[src/rtl/sym_err_align.sv]
// sym_err_align
//
// Symbol-error alignment and measurement block for the transmit/receive test
// chain. It sits after the symbol delay line and compares the delayed
// reference symbol with the receiver slicer decision.
//
// On a start pulse it steps the delay line through every tap. For each tap it
// discards a few settling strobes and then counts symbol errors over a fixed
// scan window. It locks the tap with the fewest errors, discards settling
// strobes again, and then counts symbol errors over a long measurement window.
// That count is the SER measurement.
//
// Ports:
//   sys_clk       in   1       system clock, the only clock
//   reset         in   1       synchronous, active-high
//   sym_clk_en    in   1       one-cycle symbol strobe; qualifies all counting
//   start         in   1       single-cycle pulse; starts scan + measurement
//   ref_sym       in   2       delayed reference symbol from the delay line
//   dec_sym       in   2       slicer decision symbol
//   delay_change  out  4       registered tap select to the delay line
//   err_count     out  CNT_W   measurement-window error count (saturating)
//   best_scan_err out  SCAN_W  scan error count of the chosen tap
//   busy          out  1       high in every state except IDLE and DONE
//   done          out  1       high in DONE
//
// Parameter limits: NUM_TAPS is 1..16, SETTLE >= 1, and SCAN_LEN must fit in
// SCAN_W bits.

module sym_err_align #(
    parameter int NUM_TAPS      = 11,
    parameter int SETTLE        = 2,
    parameter int SCAN_LEN      = 64,
    parameter int MEAS_LEN_LOG2 = 16,
    parameter int CNT_W         = 17,
    parameter int SCAN_W        = 7
) (
    input  logic              sys_clk,
    input  logic              reset,
    input  logic              sym_clk_en,
    input  logic              start,
    input  logic [1:0]        ref_sym,
    input  logic [1:0]        dec_sym,
    output logic [3:0]        delay_change,
    output logic [CNT_W-1:0]  err_count,
    output logic [SCAN_W-1:0] best_scan_err,
    output logic              busy,
    output logic              done
);

    localparam int SETTLE_W = (SETTLE > 1) ? $clog2(SETTLE) : 1;

    localparam logic [3:0]          LAST_TAP    = 4'(NUM_TAPS - 1);
    localparam logic [SCAN_W-1:0]   SCAN_LAST   = SCAN_W'(SCAN_LEN - 1);
    localparam logic [SETTLE_W-1:0] SETTLE_LAST = SETTLE_W'(SETTLE - 1);

    typedef enum logic [2:0] {
        ST_IDLE,
        ST_SETTLE,
        ST_SCAN,
        ST_LOCK_SETTLE,
        ST_MEASURE,
        ST_DONE
    } state_t;

    state_t                   state;
    logic [3:0]               tap;
    logic [3:0]               best_tap;
    logic [SCAN_W-1:0]        best_err;
    logic [SCAN_W-1:0]        scan_err;
    logic [SCAN_W-1:0]        scan_cnt;
    logic [SETTLE_W-1:0]      settle_cnt;
    logic [MEAS_LEN_LOG2-1:0] meas_cnt;

    logic              sym_err;
    logic [SCAN_W-1:0] tap_err;
    logic              tap_better;
    logic [SCAN_W-1:0] next_best_err;
    logic [3:0]        next_best_tap;

    // Error on the current strobe, and the scan result for this tap if the
    // current strobe closes the scan window. The comparison is strict, so on
    // a tie the earlier (lower) tap is kept.
    always_comb begin
        sym_err       = (ref_sym != dec_sym);
        tap_err       = scan_err + SCAN_W'(sym_err);
        tap_better    = (tap_err < best_err);
        next_best_err = tap_better ? tap_err : best_err;
        next_best_tap = tap_better ? tap : best_tap;
    end

    // Control FSM with registered outputs. Only strobe cycles advance the
    // FSM or any counter. The one exception is start acceptance in IDLE/DONE,
    // which ignores the strobe: a strobe that coincides with start is not
    // counted toward settling.
    always_ff @(posedge sys_clk) begin
        if (reset) begin
            state         <= ST_IDLE;
            tap           <= '0;
            best_tap      <= '0;
            best_err      <= '1;
            scan_err      <= '0;
            scan_cnt      <= '0;
            settle_cnt    <= '0;
            meas_cnt      <= '0;
            delay_change  <= '0;
            err_count     <= '0;
            best_scan_err <= '0;
            busy          <= 1'b0;
            done          <= 1'b0;
        end else begin
            case (state)
                ST_IDLE, ST_DONE: begin
                    if (start) begin
                        tap          <= '0;
                        delay_change <= '0;
                        err_count    <= '0;
                        done         <= 1'b0;
                        busy         <= 1'b1;
                        best_err     <= '1;
                        best_tap     <= '0;
                        settle_cnt   <= '0;
                        state        <= ST_SETTLE;
                    end
                end

                // Let the delay line output settle after a tap change.
                ST_SETTLE: begin
                    if (sym_clk_en) begin
                        if (settle_cnt == SETTLE_LAST) begin
                            settle_cnt <= '0;
                            scan_cnt   <= '0;
                            scan_err   <= '0;
                            state      <= ST_SCAN;
                        end else begin
                            settle_cnt <= settle_cnt + 1'b1;
                        end
                    end
                end

                // Count errors for the current tap. The last strobe of the
                // window folds its own error into the tap result before that
                // result is compared with the best so far.
                ST_SCAN: begin
                    if (sym_clk_en) begin
                        if (scan_cnt == SCAN_LAST) begin
                            best_err <= next_best_err;
                            best_tap <= next_best_tap;
                            if (tap != LAST_TAP) begin
                                tap          <= tap + 4'd1;
                                delay_change <= tap + 4'd1;
                                state        <= ST_SETTLE;
                            end else begin
                                delay_change  <= next_best_tap;
                                best_scan_err <= next_best_err;
                                settle_cnt    <= '0;
                                state         <= ST_LOCK_SETTLE;
                            end
                        end else begin
                            scan_cnt <= scan_cnt + 1'b1;
                            scan_err <= tap_err;
                        end
                    end
                end

                // Let the delay line settle on the locked tap.
                ST_LOCK_SETTLE: begin
                    if (sym_clk_en) begin
                        if (settle_cnt == SETTLE_LAST) begin
                            settle_cnt <= '0;
                            meas_cnt   <= '0;
                            state      <= ST_MEASURE;
                        end else begin
                            settle_cnt <= settle_cnt + 1'b1;
                        end
                    end
                end

                // The error count updates live and saturates rather than
                // wrapping. The window is a power of two, so it closes when
                // the strobe counter is all ones.
                ST_MEASURE: begin
                    if (sym_clk_en) begin
                        if (sym_err && (err_count != '1)) begin
                            err_count <= err_count + 1'b1;
                        end
                        if (meas_cnt == '1) begin
                            busy  <= 1'b0;
                            done  <= 1'b1;
                            state <= ST_DONE;
                        end else begin
                            meas_cnt <= meas_cnt + 1'b1;
                        end
                    end
                end

                default: begin
                    busy  <= 1'b0;
                    done  <= 1'b0;
                    state <= ST_IDLE;
                end
            endcase
        end
    end

endmodule

[config.mk]
export PLATFORM = sky130hd
export DESIGN_NAME = sym_err_align
export DESIGN_NICKNAME = d
export VERILOG_FILES = /design/src/rtl/sym_err_align.sv
export SDC_FILE = /design/constraint.sdc
export NUM_CORES = 1
export LEC_CHECK = 0
export BUFFER_PORTS_ARGS = -buffer_cell sky130_fd_sc_hd__buf_2
export CAP_MARGIN = 40
export CORE_MARGIN = 2
export CORE_UTILIZATION = 40
export DETAILED_ROUTE_END_ITERATION = 10
export GPL_TIMING_DRIVEN = 0
export PLACE_DENSITY_LB_ADDON = 0.12
export REMOVE_ABC_BUFFERS = 1
export SETUP_SLACK_MARGIN = 0.02
export SLEW_MARGIN = 20
export SYNTH_ARGS = -nofsm -noshare
export SYNTH_HDL_FRONTEND = slang
export SYNTH_SLANG_ARGS = --single-unit
[constraint.sdc]
create_clock -name sys_clk -period 8.6 [get_ports sys_clk]
set_input_delay 1.29 -clock sys_clk [delete_from_list [all_inputs] [get_ports sys_clk]]
set_output_delay 1.29 -clock sys_clk [all_outputs]
set_load 0.05 [all_outputs]
-- Word-level counts from Yosys, hierarchy flattened
Index checks and enable logic that the tools add are counted.
- $add $sub $neg: 6
- magnitude comparators: 1
- equal/unequal tests: 25
- multiplexer cells: 60
- bitwise logic cells: 2
- reduce and logical (&&, ||, !) cells: 19
- operator list (cell ; number):
    two-way mux 7 bit ; 10
    two-way mux 16 bit ; 4
    two-way mux 17 bit ; 3
    case mux 7 bit (2 select lines) ; 3
    two-way mux 4 bit ; 10
    case mux 17 bit (2 select lines) ; 1
    case mux 16 bit (2 select lines) ; 1
    inequality test 2 bit (second input constant) ; 14
    two-way mux 3 bit ; 9
    case mux 4 bit (2 select lines) ; 3
    adder 17 x 1 -> 17 bit (second input constant) ; 1
    inequality test 17 bit (second input constant) ; 1
    adder 16 x 1 -> 16 bit (second input constant) ; 1
    equality test 16 bit (second input constant) ; 1
    AND reduction 4 bit ; 4
    case mux 3 bit (5 select lines) ; 1
    AND reduction 5 bit ; 3
    two-way mux 1 bit ; 11
    case mux 1 bit (3 select lines) ; 3
    AND reduction 9 bit ; 1
    nonzero test 2 bit ; 4
    adder 7 x 1 -> 7 bit ; 1
    adder 7 x 1 -> 7 bit (second input constant) ; 1
    equality test 7 x 6 -> 1 bit (second input constant) ; 1
    17 further kinds ; 21
- bits in registers: 79
- bits of input ports: 8
- output and inout bits: 30
- logic and storage cells: 126

-- Depth between registers and ports, before layout
- word-level depth: 8
- depth in mapped cells: 13

-- Least setup slack after synthesis
No wires, ideal clock.
- path type: input-to-reg
- start: input dec_sym[0]
- end: register delay_change[2]
- arrival time: 3.829 ns
- required time: 8.483 ns
- path slack: 4.653 ns
- cell stages on the path: 13
- path through: xnor2_1 nand2_1 ha_1 ha_1 and3_1 xor2_1 ha_1 a21oi_1 o21a_1 o21a_1 clkbuf_1 o21ai_0 a32o_1
- word-level cells in the longest chain between the ends: 8
- RTL lines (what ; line ; RTL):
    start: declaration ; 42 ; input logic [1:0] dec_sym,
    inequality test 2 bit ; 84 ; sym_err = (ref_sym != dec_sym);
    adder 7 x 1 -> 7 bit ; 85 ; tap_err = scan_err + SCAN_W'(sym_err);
    less-than comparator 7 bit ; 86 ; tap_better = (tap_err < best_err);
    two-way mux 4 bit ; 88 ; next_best_tap = tap_better ? tap : best_tap;
    two-way mux 4 bit ; 148 ; if (tap != LAST_TAP) begin
    two-way mux 4 bit ; 145 ; if (scan_cnt == SCAN_LAST) begin
    two-way mux 4 bit ; 144 ; if (sym_clk_en) begin
    case mux 4 bit (2 select lines) ; 111 ; case (state)
    end signal: assignment ; 150 ; delay_change <= tap + 4'd1;
    end signal: assignment ; 153 ; delay_change <= next_best_tap;
    end: declaration ; 43 ; output logic [3:0] delay_change,
Every way passes these cells. The select of a mux whose other input is x is not followed.
A chain may end at the register's enable or synchronous reset.

-- Final worst setup path
- start: input dec_sym[1]
- end: register best_tap[1]
- word-level cells in the longest chain between the ends: 7
- RTL lines (what ; line ; RTL):
    inequality test 2 bit ; 84 ;
    adder 7 x 1 -> 7 bit ; 85 ;
    less-than comparator 7 bit ; 86 ;
    two-way mux 4 bit ; 88 ;
    two-way mux 4 bit ; 145 ;
    two-way mux 4 bit ; 144 ;
    case mux 4 bit (2 select lines) ; 111 ;
    end signal: assignment ; 147 ; best_tap <= next_best_tap;
    end: declaration ; 67 ; logic [3:0] best_tap;
Every way passes these cells. The select of a mux whose other input is x is not followed.

==> impl_metrics.ini <==
[outcome]
status = completed

[die]
die_y_um = 107
fp-row-count = 37
die_x_um = 107
core-area_um2 = 10300
dieArea_um2 = 11400
start_util = 0.411
ios = 38

[min_path]
hp-class = register to register
min_to = scan_cnt[6]
holdPathStages = 2
min_from = scan_cnt[6]

[place]
gp_congestion = 0.792
dp_hpwl_um = 6830
io_buffers = 37

[final_layout]
layout-drive-gt1-share = 0.144
nets = 537
multiInputGateArea_um2 = 2440
antenna_cells = 0
regArea_um2 = 1580
area_growth_pct = 11.1
fin_util = 0.457
num-fill-cells = 1086
final_common_cell = dfxtp_1
final_cell_mix = 79 x dfxtp_1, 52 x nor2_1, 38 x buf_2, 32 x nand2_1, 30 x a21oi_1

[synthesis]
ys.flop_type = dfxtp_1
synth_seq_cells = 79
yosys.area.top_type_share = 0.375
yosys-top-cells-area = dfxtp_1 37%, nor2_1 4.6%, ha_1 4.1%
synth.avg_cell_area_um2 = 8.65
ys_types = 67
synth_cells = 488
synth_area_leader_cell = dfxtp_1
ys_seq_area_frac = 0.375
async_reset_ff_frac = 0
yosysWarnings = 0
syn_area_um2 = 4220
synth_edf_count = 0

[clock_tree]
postCtsSetupRepairBufs = 0
worstSkewPairLatency_ns = 0.36
cts_root_buf = clkbuf_8
htree_levels = 3
cts_buffers = 9
cts_tree = done
path_clk_slew_ns = 0.08
cts_buffer_depth = 2
clock-sinks = 79
cts_resized = 0
ctsHoldBuffers = 0

[critical_path]
path_class = primary input to register
reg2reg_depth = 10
crit_fanout = 14
worstPathRequired_ns = 8.84
r2r_slack_ns = 5.39
crit_path_start_kind = primary input
r2r-start = scan_err[0]
endpoint_kind = register
crit_path_start = dec_sym[1]
reg2reg_to = best_tap[1]
cp.arrival_ns = 4.45

[sta]
period_share = 0.489
slew_violations = 0
fin_worst_skew_ns = 0.0146
hold_viol = 0
worstMarginPinSlew_ns = 0.787
max_slew_margin = 0.472
rsz0062_at_grt = false
fin_crit_ns = 4.21
fmax_mhz = 238
setup_viol = 0
fin_setup_tns_ns = 0

[power]
p_comb_frac = 0.213
irDropWorstVdd_mv = 0.101
power_density_nw_per_um2 = 188
p_switching_uw = 305
power_leakage_nw = 1.83
sw_frac_of_total = 0.346
p_int_uw = 576
p_total_uw = 880
pwr-share-clk = 0.329
seq_power_share = 0.458

[drt]
drtAntennaViolNets = 0
drt_first_pass_iters = 4
wire_per_inst_um = 14.9
drt_iter0_drc = 223
drt-total-wl_um = 9770
vias_per_cell = 5.63
drc_errors = 0
vias = 3690

[grt]
grt_usage = 0.177
grt_pass1_wl_um = 16500
grt_pass1_vias = 3455
grt.overflow.total = 0
grt_start_max_net_pins = 38
antenna_found_initial = 0

[job]
timing.max_cap.violations = 0
worst max-delay path, cell delays in order:
cell and delay, ns:
buf_2 0.10, xnor2_1 0.23, nand2_1 0.09, ha_1 0.23, ha_1 0.25, and3_1 0.21, xor2_1 0.28, ha_1 0.32
a21oi_1 0.14, o21a_1 0.16, o21a_1 0.57, o21ai_2 0.27, a32o_1 0.32
final cells by class:
cell class,instances,area share
Sequential cell,79,0.337
Tap cell,136,0.0363
Clock buffer,9,0.0264
Multi-Input combinational cell,368,0.521
Clock inverter,7,0.0171
Timing Repair Buffer,41,0.0496
Inverter,16,0.0128
logic make-up after synthesis:
group | Yosys count | synth area share
buf+inv | 41 | 0.0465
mux | 8 | 0.0196
compound gates | 148 | 0.251
xor+xnor | 25 | 0.0519
fa+ha+maj | 14 | 0.0415
flops | 79 | 0.375
simple gates | 173 | 0.215
worst max-delay path by stage:
stage	end	slack, ns	depth (start not counted)
6_report	best_tap[1]	4.39	13
2_1_floorplan	best_tap[1]	4.70	12
3_3_place_gp	best_tap[3]	4.00	12
5_1_grt	best_tap[1]	4.14	13
4_1_cts	best_tap[1]	4.37	13
3_5_place_dp	best_tap[1]	4.00	13
sequential cells by signal, indices dropped and copies added (netlist names):
register and flops:
scan_err 7, tap 4, done 1, scan_cnt 7
busy 1, settle_cnt 1, meas_cnt 16, delay_change 4
state 3, best_err 7, best_scan_err 7, best_tap 4
err_count 17
routing by layer:
metal / GRT usage / wire length (um) / vias to the layer above
li1: - / - / 1875
met1: 0.235 / 4770 / 1751
met2: 0.289 / 4570 / 57
met3: 0.0328 / 335 / 7
met4: 0.0612 / 97 / 0
met5: 0 / 0 / -
Yosys cell counts, types with 9 or more instances:
cell type  count
nor2_1        52
o2111ai_1     10
a21oi_1       30
clkbuf_1      13
o21ai_0       26
dfxtp_1       79
and3_1         9
xor2_1        17
a311oi_1       9
nand2_1       32
inv_1         15
ha_1          14
nand3_1       20
through the flow:
step	hold WS, ns	setup WS, ns	instances	area (um2)
after floorplan	0.407	4.70	463	4090
after global placement	0.414	4.00	636	4440
after detailed placement	0.429	4.00	639	4480
after CTS	0.441	4.37	655	4690
after global routing	0.470	4.14	656	4690
final	0.438	4.39	656	4690
power by group through the flow:
stage	clock network, mW	registers (mW)	logic (mW)
after floorplan	0	0.430	0.114
after global placement	0	0.411	0.186
after detailed placement	0	0.412	0.188
after CTS	0.298	0.403	0.188
after global routing	0.312	0.407	0.209
final	0.290	0.403	0.188
No activity file was read; power rests on OpenSTA's default activity.
